<file path="src/rtl/bcd_counter_pkg.sv">
// Shared types and constants for the BCD pulse counter and its per-digit slice.
package bcd_counter_pkg;

    localparam logic [3:0] BCD_MAX = 4'd9;

    typedef logic [3:0] digit_t;

    typedef enum logic {
        DIR_DOWN = 1'b0,
        DIR_UP   = 1'b1
    } dir_e;

    typedef enum logic {
        MODE_WRAP = 1'b0,
        MODE_SAT  = 1'b1
    } mode_e;

    function automatic digit_t clamp_digit(input digit_t d);
        return (d > BCD_MAX) ? BCD_MAX : d;
    endfunction

endpackage

</file>
<file path="src/rtl/bcd_digit.sv">
// One BCD digit slice: ripple increment/decrement step plus nibble sanitising
// of the load and terminal values.
module bcd_digit
    import bcd_counter_pkg::*;
(
    input  digit_t cur,
    input  logic   up,
    input  logic   cin,
    input  digit_t load_raw,
    input  digit_t top_raw,
    output digit_t nxt,
    output logic   cout,
    output digit_t load_clamp,
    output digit_t top_clamp
);

    always_comb begin
        nxt  = cur;
        cout = 1'b0;
        if (cin) begin
            if (up) begin
                if (cur >= BCD_MAX) begin
                    nxt  = 4'd0;
                    cout = 1'b1;
                end else begin
                    nxt = cur + 4'd1;
                end
            end else begin
                if (cur == 4'd0) begin
                    nxt  = BCD_MAX;
                    cout = 1'b1;
                end else begin
                    nxt = cur - 4'd1;
                end
            end
        end
    end

    assign load_clamp = clamp_digit(load_raw);
    assign top_clamp  = clamp_digit(top_raw);

endmodule

</file>
<file path="src/rtl/bcd_pulse_counter.sv">
// BCD event counter fed by an asynchronous pulse input: synchroniser, edge
// detect, clear/load/count control and sticky overflow.
module bcd_pulse_counter
    import bcd_counter_pkg::*;
#(
    parameter int N_DIGITS    = 4,
    parameter int SYNC_STAGES = 2
) (
    input  logic                  i_Clk,
    input  logic                  i_Rst,
    input  logic                  i_En,
    input  logic                  i_Pulso,
    input  logic                  i_Clr,
    input  logic                  i_Load,
    input  logic [4*N_DIGITS-1:0] i_LoadVal,
    input  logic [4*N_DIGITS-1:0] i_Top,
    input  logic                  i_Dir,
    input  logic                  i_Mode,
    output logic [4*N_DIGITS-1:0] o_Q,
    output logic                  o_Tope,
    output logic                  o_Ovf,
    output logic                  o_Evt
);

    localparam int W = 4 * N_DIGITS;

    logic [SYNC_STAGES-1:0] sync_q;
    logic                   edge_q;
    logic                   pulse_evt;

    logic [W-1:0]      q_r;
    logic [W-1:0]      q_nxt;
    logic              ovf_r;
    logic              ovf_nxt;
    logic              evt_r;
    logic              evt_nxt;

    logic [W-1:0]      step_q;
    logic [W-1:0]      load_c;
    logic [W-1:0]      top_c;
    logic [W-1:0]      load_val;
    logic [N_DIGITS:0] carry;
    logic              count_up;
    logic              at_top;

    // Edge flop keeps tracking regardless of i_En so a held-high pulse never counts late.
    always_ff @(posedge i_Clk or negedge i_Rst) begin
        if (!i_Rst) begin
            sync_q <= '0;
            edge_q <= 1'b0;
        end else begin
            sync_q <= {sync_q[SYNC_STAGES-2:0], i_Pulso};
            edge_q <= sync_q[SYNC_STAGES-1];
        end
    end

    assign pulse_evt = sync_q[SYNC_STAGES-1] & ~edge_q & i_En;
    assign count_up  = (i_Dir == DIR_UP);
    assign carry[0]  = 1'b1;

    for (genvar gi = 0; gi < N_DIGITS; gi++) begin : g_digit
        bcd_digit u_digit (
            .cur        (q_r[4*gi +: 4]),
            .up         (count_up),
            .cin        (carry[gi]),
            .load_raw   (i_LoadVal[4*gi +: 4]),
            .top_raw    (i_Top[4*gi +: 4]),
            .nxt        (step_q[4*gi +: 4]),
            .cout       (carry[gi+1]),
            .load_clamp (load_c[4*gi +: 4]),
            .top_clamp  (top_c[4*gi +: 4])
        );
    end

    // Sanitised BCD vectors order the same as their packed binary form.
    // A borrow out of the top digit means the count was zero; an up count
    // at or above the terminal value (terminal lowered at run time) is also at-top.
    assign at_top   = carry[N_DIGITS] | (count_up && (q_r >= top_c));
    assign load_val = (load_c > top_c) ? top_c : load_c;

    always_comb begin
        q_nxt   = q_r;
        ovf_nxt = ovf_r;
        evt_nxt = 1'b0;
        if (i_Clr) begin
            q_nxt   = '0;
            ovf_nxt = 1'b0;
        end else if (i_Load) begin
            q_nxt = load_val;
        end else if (pulse_evt) begin
            evt_nxt = 1'b1;
            if (at_top) begin
                ovf_nxt = 1'b1;
                if (i_Mode == MODE_WRAP) begin
                    q_nxt = count_up ? '0 : top_c;
                end
            end else begin
                q_nxt = step_q;
            end
        end
    end

    always_ff @(posedge i_Clk or negedge i_Rst) begin
        if (!i_Rst) begin
            q_r   <= '0;
            ovf_r <= 1'b0;
            evt_r <= 1'b0;
        end else begin
            q_r   <= q_nxt;
            ovf_r <= ovf_nxt;
            evt_r <= evt_nxt;
        end
    end

    assign o_Q    = q_r;
    assign o_Ovf  = ovf_r;
    assign o_Evt  = evt_r;
    assign o_Tope = count_up ? (q_r == top_c) : (q_r == '0);

endmodule

</file>
<file path="config.mk">
export PLATFORM = sky130hd
export DESIGN_NAME = bcd_pulse_counter
export DESIGN_NICKNAME = d
export VERILOG_FILES = /design/src/rtl/bcd_counter_pkg.sv /design/src/rtl/bcd_digit.sv /design/src/rtl/bcd_pulse_counter.sv
export SDC_FILE = /design/constraint.sdc
export NUM_CORES = 1
export LEC_CHECK = 0
export CAP_MARGIN = 20
export CORE_MARGIN = 5
export CORE_UTILIZATION = 57
export DETAILED_ROUTE_END_ITERATION = 16
export MAX_ROUTING_LAYER = met4
export PLACE_DENSITY = 0.87
export SETUP_SLACK_MARGIN = 0.5
export SLEW_MARGIN = 0
export SYNTH_ARGS = -nofsm -noshare
export SYNTH_HDL_FRONTEND = slang
export SYNTH_SLANG_ARGS = --single-unit
</file>
<file path="constraint.sdc">
create_clock -name i_Clk -period 4.76 [get_ports i_Clk]
set_clock_uncertainty 0.05 [all_clocks]
set_input_delay 0.476 -clock i_Clk [delete_from_list [all_inputs] [get_ports i_Clk]]
set_output_delay 0.476 -clock i_Clk [all_outputs]
set_load 0.01 [all_outputs]
</file>
==> results of run 1 <==
==> area by class of cell <==
type	instances	area, um2	area share [%]
sequential	21	526	14.5
timing repair buffer	64	643	17.8
tap	70	87.6	2.42
inverter	29	109	3.01
multi-input combinational	304	2200	61.0
clock buffer	4	45.0	1.25
==> synthesized netlist by cell type, types with 7 or more instances <==
cell	n
a21oi_1	23
clkbuf_1	14
dfrtp_1	21
ha_1	44
inv_1	29
mux2i_1	13
nand2_1	31
nand2b_1	12
nand3_1	10
nor2_1	23
nor2b_1	13
nor3_1	9
nor4_1	7
o21ai_0	29
==> per-layer routing <==
layer | share of wire (%) | vias to the layer above | GRT usage (%)
li1 | - | 1496 | -
met5 | 0 | - | -
met3 | 8.0 | 30 | 3.73
met2 | 47 | 198 | 45.3
met4 | 3.7 | 0 | 10.5
met1 | 41 | 1467 | 35.2
==> layout by cell type, fill, tap and decap left out, types with 5 or more instances in the layout <==
cell / Yosys / final
nor3_1: 9 / 9
nor4_1: 7 / 7
buf_4: 0 / 5
nand2_1: 31 / 31
a21oi_1: 23 / 23
nand4_1: 6 / 6
nor2_1: 23 / 23
o21ai_0: 29 / 29
mux2i_1: 13 / 13
clkdlybuf4s50_1: 0 / 58
a31oi_1: 5 / 5
nor2b_1: 13 / 13
a22oi_1: 5 / 5
a211oi_1: 5 / 5
ha_1: 44 / 44
inv_1: 29 / 29
dfrtp_1: 21 / 21
nand3_1: 10 / 10
nand2b_1: 12 / 12
==> flip-flops by register name (all words and copies together) (netlist names) <==
signal / flops
o_Q: 16
o_Evt: 1
o_Ovf: 1
edge_q: 1
sync_q: 2
==> worst paths after layout <==
check | startpoint | end | cells past startpoint
worst min register to register | sync_q[0]$_DFF_PN0_ | sync_q[1]$_DFF_PN0_ | 0
worst max register to register | o_Q[4]$_DFFE_PN0P_ | o_Q[2]$_DFFE_PN0P_ | 10
min in group asynchronous | i_Rst | o_Q[7]$_DFFE_PN0P_ | 1
worst max-delay path | i_Top[15] | o_Q[7]$_DFFE_PN0P_ | 12
max in group asynchronous | i_Rst | o_Q[14]$_DFFE_PN0P_ | 2
worst min-delay path | sync_q[0]$_DFF_PN0_ | sync_q[1]$_DFF_PN0_ | 0
==> kinds of logic (layout without fill, tap and decap cells) <==
family	count (synthesis)	after routing	share of synthesized area, %
xor gates and xnor gates	1	1	0.299
AOI/OAI and AO/OA	114	114	26.6
buffers and inverters	47	97	6.83
muxes	19	19	7.26
DFF	21	21	17.9
adders and majority gates	44	44	18.8
and+or+nand+nor	126	126	22.3
==> power by group <==
group | switching (mW) | internal (mW) | total (mW) | leakage, nW
clock network | 0.0604 | 0.0597 | 0.120 | 0.0228
logic | 0.253 | 0.230 | 0.483 | 1.28
registers | 0.0562 | 0.200 | 0.256 | 0.270
==> through the flow <==
stage          instances  hold WS (ps)  util [%]
2_1_floorplan        372           130         -
3_3_place_gp         487           288      70.3
3_5_place_dp         487           288      70.3
4_1_cts              491           316      71.2
5_1_grt              492           321      71.7
6_report             492           319      71.7
==> results.yml, run 1 <==
floorplanning:
  die_y_um: 81.7
  dieArea_um2: 6670
  start_util_pct: 58.1
  core_area_um2: 5040
  die_w_um: 81.7
  rows: 26
  io_pins: 59
logic_synthesis:
  yosys-top-cells-area: "ha_1 19%, dfrtp_1 18%, o21ai_0 5.0%"
  ys_types: 59
  ys_warn_count: 0
  yosysSeqAreaShare_pct: 17.9
  synth-edff-count: 0
  syn_inst: 372
  synth_top_cell_by_area: "ha_1"
  synthFlopType: "dfrtp_1"
  syn_avg_cell_area_um2: 7.87
  yosys_register_bits: 21
  async_reset_ff_share_pct: 100
  yosysTopAreaCellShare_pct: 18.8
  synth_nets: 456
  synth_area_um2: 2930
setup_path:
  path_buf_inv: 3
  r2r_slack_ps: 1300
  path_max_fanout: 13
  cpPeakStageDelay_ps: 530
  crit_slowest_cell: "nor4_1"
  crit_chain: "clkdlybuf4s50_1 -> nor2b_1 -> inv_1 -> ha_1 -> nand4_1 -> nor4_1 -> a21boi_0 -> o31ai_1 -> buf_4 -> and2_1 -> a221o_1 -> mux2_1"
  worstSetupPathType: "input port to flop"
  end_kind: "flop"
  arrival_ps: 4020
  crit_family: "simple AND/OR/NAND/NOR gates"
  worstPathRequired_ps: 4860
  start_kind: "input port"
place:
  placed_cell_area_um2: 3540
  place_ws_ps: 659
  gp_congestion: 0.945
  numPortBuffers: 58
  place_hpwl_um: 6970
power_and_ir_drop:
  powerDensity_nw_per_um2: 238
  leakage_nw: 1.57
  finalPower_mw: 0.859
  ir_worst_vdd_v: 0.000226
grt:
  grt_max_degree: 24
  first_global_vias: 2976
  grt_first_pass_wirelength_um: 14100
  track_usage_pct: 27.8
  grt.overflow.total: 0
  antenna_found_initial: 0
clock_network:
  cts_max_path_buffers: 2
  ctsHoldBuffers: 0
  post_cts_resize_count: 0
  numCtsBuffers: 3
  clk_latency_ps: 260
  clock-root-buffer: "clkbuf_8"
  post_cts_buffers: 0
  clk_pin_slew_ps: 80
  cts_sinks: 21
  htreeDepth: 1
  cts_tree: "yes"
drt:
  drtIter0Drc: 254
  wl_per_cell_um: 17.8
  drc: 0
  viasPerCell: 6.49
  wl_um: 8780
  dr_total_vias: 3191
  drtPass1Iterations: 5
  drtAntennaViolNets: 0
cells_and_area:
  nets: 507
  area_growth_syn_to_layout_pct: 23.4
  fillers: 414
  drive_gt1_share_pct: 5.21
  design_area_um2: 3610
  antennaDiodeCount: 0
timing:
  fmax_mhz: 255
  slew_headroom_pct: 37.4
  slew_violations: 0
  finalWorstSetupSlack_ps: 838
  setup_violations: 0
  finalCritPeriodShare_pct: 82.4
  finalCriticalPeriod_ps: 3920
  rsz0062_at_grt: "no"
  final.setup.tns_ps: 0
  worst_pin_slew_ps: 936
  hold_viol: 0
status:
  status: "finished clean"
worst_hold_path:
  worstHoldPathType: "flop to flop"
job:
  max_cap_viol_count: 0
No activity file was read; power rests on OpenSTA's default activity.
==> run 2, diff against run 1 <==
Settings changed: CORE_UTILIZATION 57 to 53, PLACE_DENSITY 0.87 to 0.82.
Clock period 4.76 ns to 3.75 ns, I/O delays scaled along.
==> run 2 against run 1 <==
- global-route usage is 1.1 points lower
- clock-buffer cell count stayed put
- die area is 6.6% higher
- worst hold slack worse by 7.5 ps
- cell count is 5.5% higher
- register-to-register slack worse by 740 ps
- flip-flop and latch count stayed put
- clock power is 33% higher
- non-clock buffer count is 24 higher
- utilization is 2.8 points higher
- critical path depth is 1 higher
- critical path type unchanged
- largest cell class unchanged
==> results.yml, run 2 (synthesis results as in run 1) <==
clock_network:
  clk_latency_ps: 270
  clk_pin_slew_ps: 80
  cts_sinks: 21
  ctsHoldBuffers: 0
  numCtsBuffers: 3
  htreeDepth: 1
  clock-root-buffer: "clkbuf_8"
  cts_tree: "yes"
  cts_max_path_buffers: 2
timing:
  worst_pin_slew_ps: 1050
  hold_viol: 0
  slew_headroom_pct: 29.7
  fmax_mhz: 310
  finalCritPeriodShare_pct: 86.2
  rsz0062_at_grt: "yes"
  setup_violations: 0
  finalCriticalPeriod_ps: 3230
  slew_violations: 0
cells_and_area:
  finalNonFillerCells: 519
  drive_gt1_share_pct: 17.7
  final_cell_mix: "46 x clkdlybuf4s50_1, 40 x ha_1, 31 x nand2_1"
  fin_util_pct: 74.4
  area_growth_syn_to_layout_pct: 38.2
  nets: 532
  layout_commonest_cell: "clkdlybuf4s50_1"
  largest_register_ffs: 16
  antennaDiodeCount: 0
  fillers: 388
setup_path:
  end_kind: "flop"
  start_kind: "input port"
  crit_chain: "clkdlybuf4s50_1 -> nor2b_4 -> inv_1 -> ha_1 -> a21oi_2 -> o21ai_0 -> a221o_1 -> o31ai_2 -> buf_4 -> o2bb2ai_4 -> buf_4 -> a222oi_1 -> mux2i_1"
  r2r_cells: 9
  path_max_fanout: 7
  crit_top_cell: "buf_4"
  worstSetupPathType: "input port to flop"
  regToRegEndpoint: "o_Q[14]$_DFFE_PN0P_"
  cpPeakStageDelay_ps: 490
  rr_startpoint: "o_Q[5]$_DFFE_PN0P_"
  arrival_ps: 3310
  crit_slowest_cell: "clkdlybuf4s50_1"
  startpoint: "i_Top[5]"
  cp-endpoint: "o_Q[13]$_DFFE_PN0P_"
  r2r_slack_ps: 560
  worstPathRequired_ps: 3830
floorplanning:
  die_w_um: 84.3
  start_util_pct: 53.9
  dieArea_um2: 7110
  io_pins: 59
  die_y_um: 84.3
  rows: 27
  core_area_um2: 5440
grt:
  grt_first_pass_wirelength_um: 15200
  antenna_found_initial: 0
  track_usage_pct: 26.7
  grt_max_degree: 22
  grt.overflow.total: 0
  first_global_vias: 3186
drt:
  drtAntennaViolNets: 0
  dr_total_vias: 3419
  wl_um: 10100
  viasPerCell: 6.59
  drtPass1Iterations: 6
  wl_per_cell_um: 19.5
  drc: 0
  drtIter0Drc: 375
power_and_ir_drop:
  ir_worst_vdd_v: 0.000250
  leakage_nw: 1.83
  powerDensity_nw_per_um2: 301
place:
  numPortBuffers: 58
  place_hpwl_um: 6930
  gp_congestion: 0.933
  dpl.cell_count: 503
status:
  status: "finished clean"
job:
  max_cap_viol_count: 0
worst_hold_path:
  worstHoldPathType: "flop to flop"
-- run 2: changes by cell type in the layout (fill, tap and decap cells not counted), sizes merged --
cell,delta
and3,+1
clkdlybuf4s50,-12
dlymetal6s2s,+9
dlygate4sd2,+2
buf,+25
-- run 2: stage by stage --
step / cell area, um2 / setup WS [ps] / hold WS, ps / setup TNS, ps / power (mW)
after CTS: 3860 / 482 / 314 / 0 / 1.14
after detailed placement: 3650 / -91.7 / 286 / -388 / 0.946
final: 4050 / 519 / 312 / 0 / 1.22
after global routing: 4050 / 404 / 326 / 0 / 1.30
after floorplan: 2930 / 670 / 29.4 / 0 / 0.702
after global placement: 3650 / -24.0 / 291 / -24.0 / 0.933
-- run 2: worst min path at each step --
stage                              from                   to  cells after the start
detailed placement  sync_q[0]$_DFF_PN0_  sync_q[1]$_DFF_PN0_                      0
finish              sync_q[0]$_DFF_PN0_  sync_q[1]$_DFF_PN0_                      0
global placement    sync_q[0]$_DFF_PN0_  sync_q[1]$_DFF_PN0_                      0
global route        sync_q[0]$_DFF_PN0_  sync_q[1]$_DFF_PN0_                      0
CTS                 sync_q[0]$_DFF_PN0_  sync_q[1]$_DFF_PN0_                      0
floorplan                         i_Rst     edge_q$_DFF_PN0_                      0
-- run 2: what timing repair did --
item	in CTS	in global routing
endpoints found under the hold margin	0	0
setup buffers	8	3
cloned	1	0
resized for setup	21	42
setup endpoints to repair	17	17
pin swaps	12	14
-- run 2: area by class of cell --
class | count | area, um2 | area share (%)
Inverter | 29 | 109 | 2.69
Sequential cell | 21 | 527 | 13.0
Multi-Input combinational cell | 305 | 2440 | 60.2
Timing Repair Buffer | 88 | 841 | 20.8
Tap cell | 72 | 90.1 | 2.23
Clock buffer | 4 | 45.0 | 1.11
-- run 2: worst max-delay path: cells and delay by family --
kind            cells  cell delay [ps]
compound gates      6             1310
fa+ha+maj           1              340
buf+inv             4              960
mux                 1              150
simple gates        1              170
-- run 2: routing by layer --
| metal | GRT usage (%) | vias to the layer above | wire [um] |
|---|---|---|---|
| met4 | 8.35 | 0 | 467 |
| met2 | 44.3 | 246 | 4910 |
| met5 | - | - | 0 |
| met1 | 33.3 | 1560 | 3770 |
| li1 | - | 1554 | - |
| met3 | 4.12 | 59 | 975 |
-- run 2: where the power goes --
part | total [mW] | internal [mW] | switching [mW]
logic | 0.747 | 0.357 | 0.390
clock network | 0.160 | 0.0760 | 0.0839
registers | 0.313 | 0.254 | 0.0589
total | 1.22 | 0.687 | 0.533
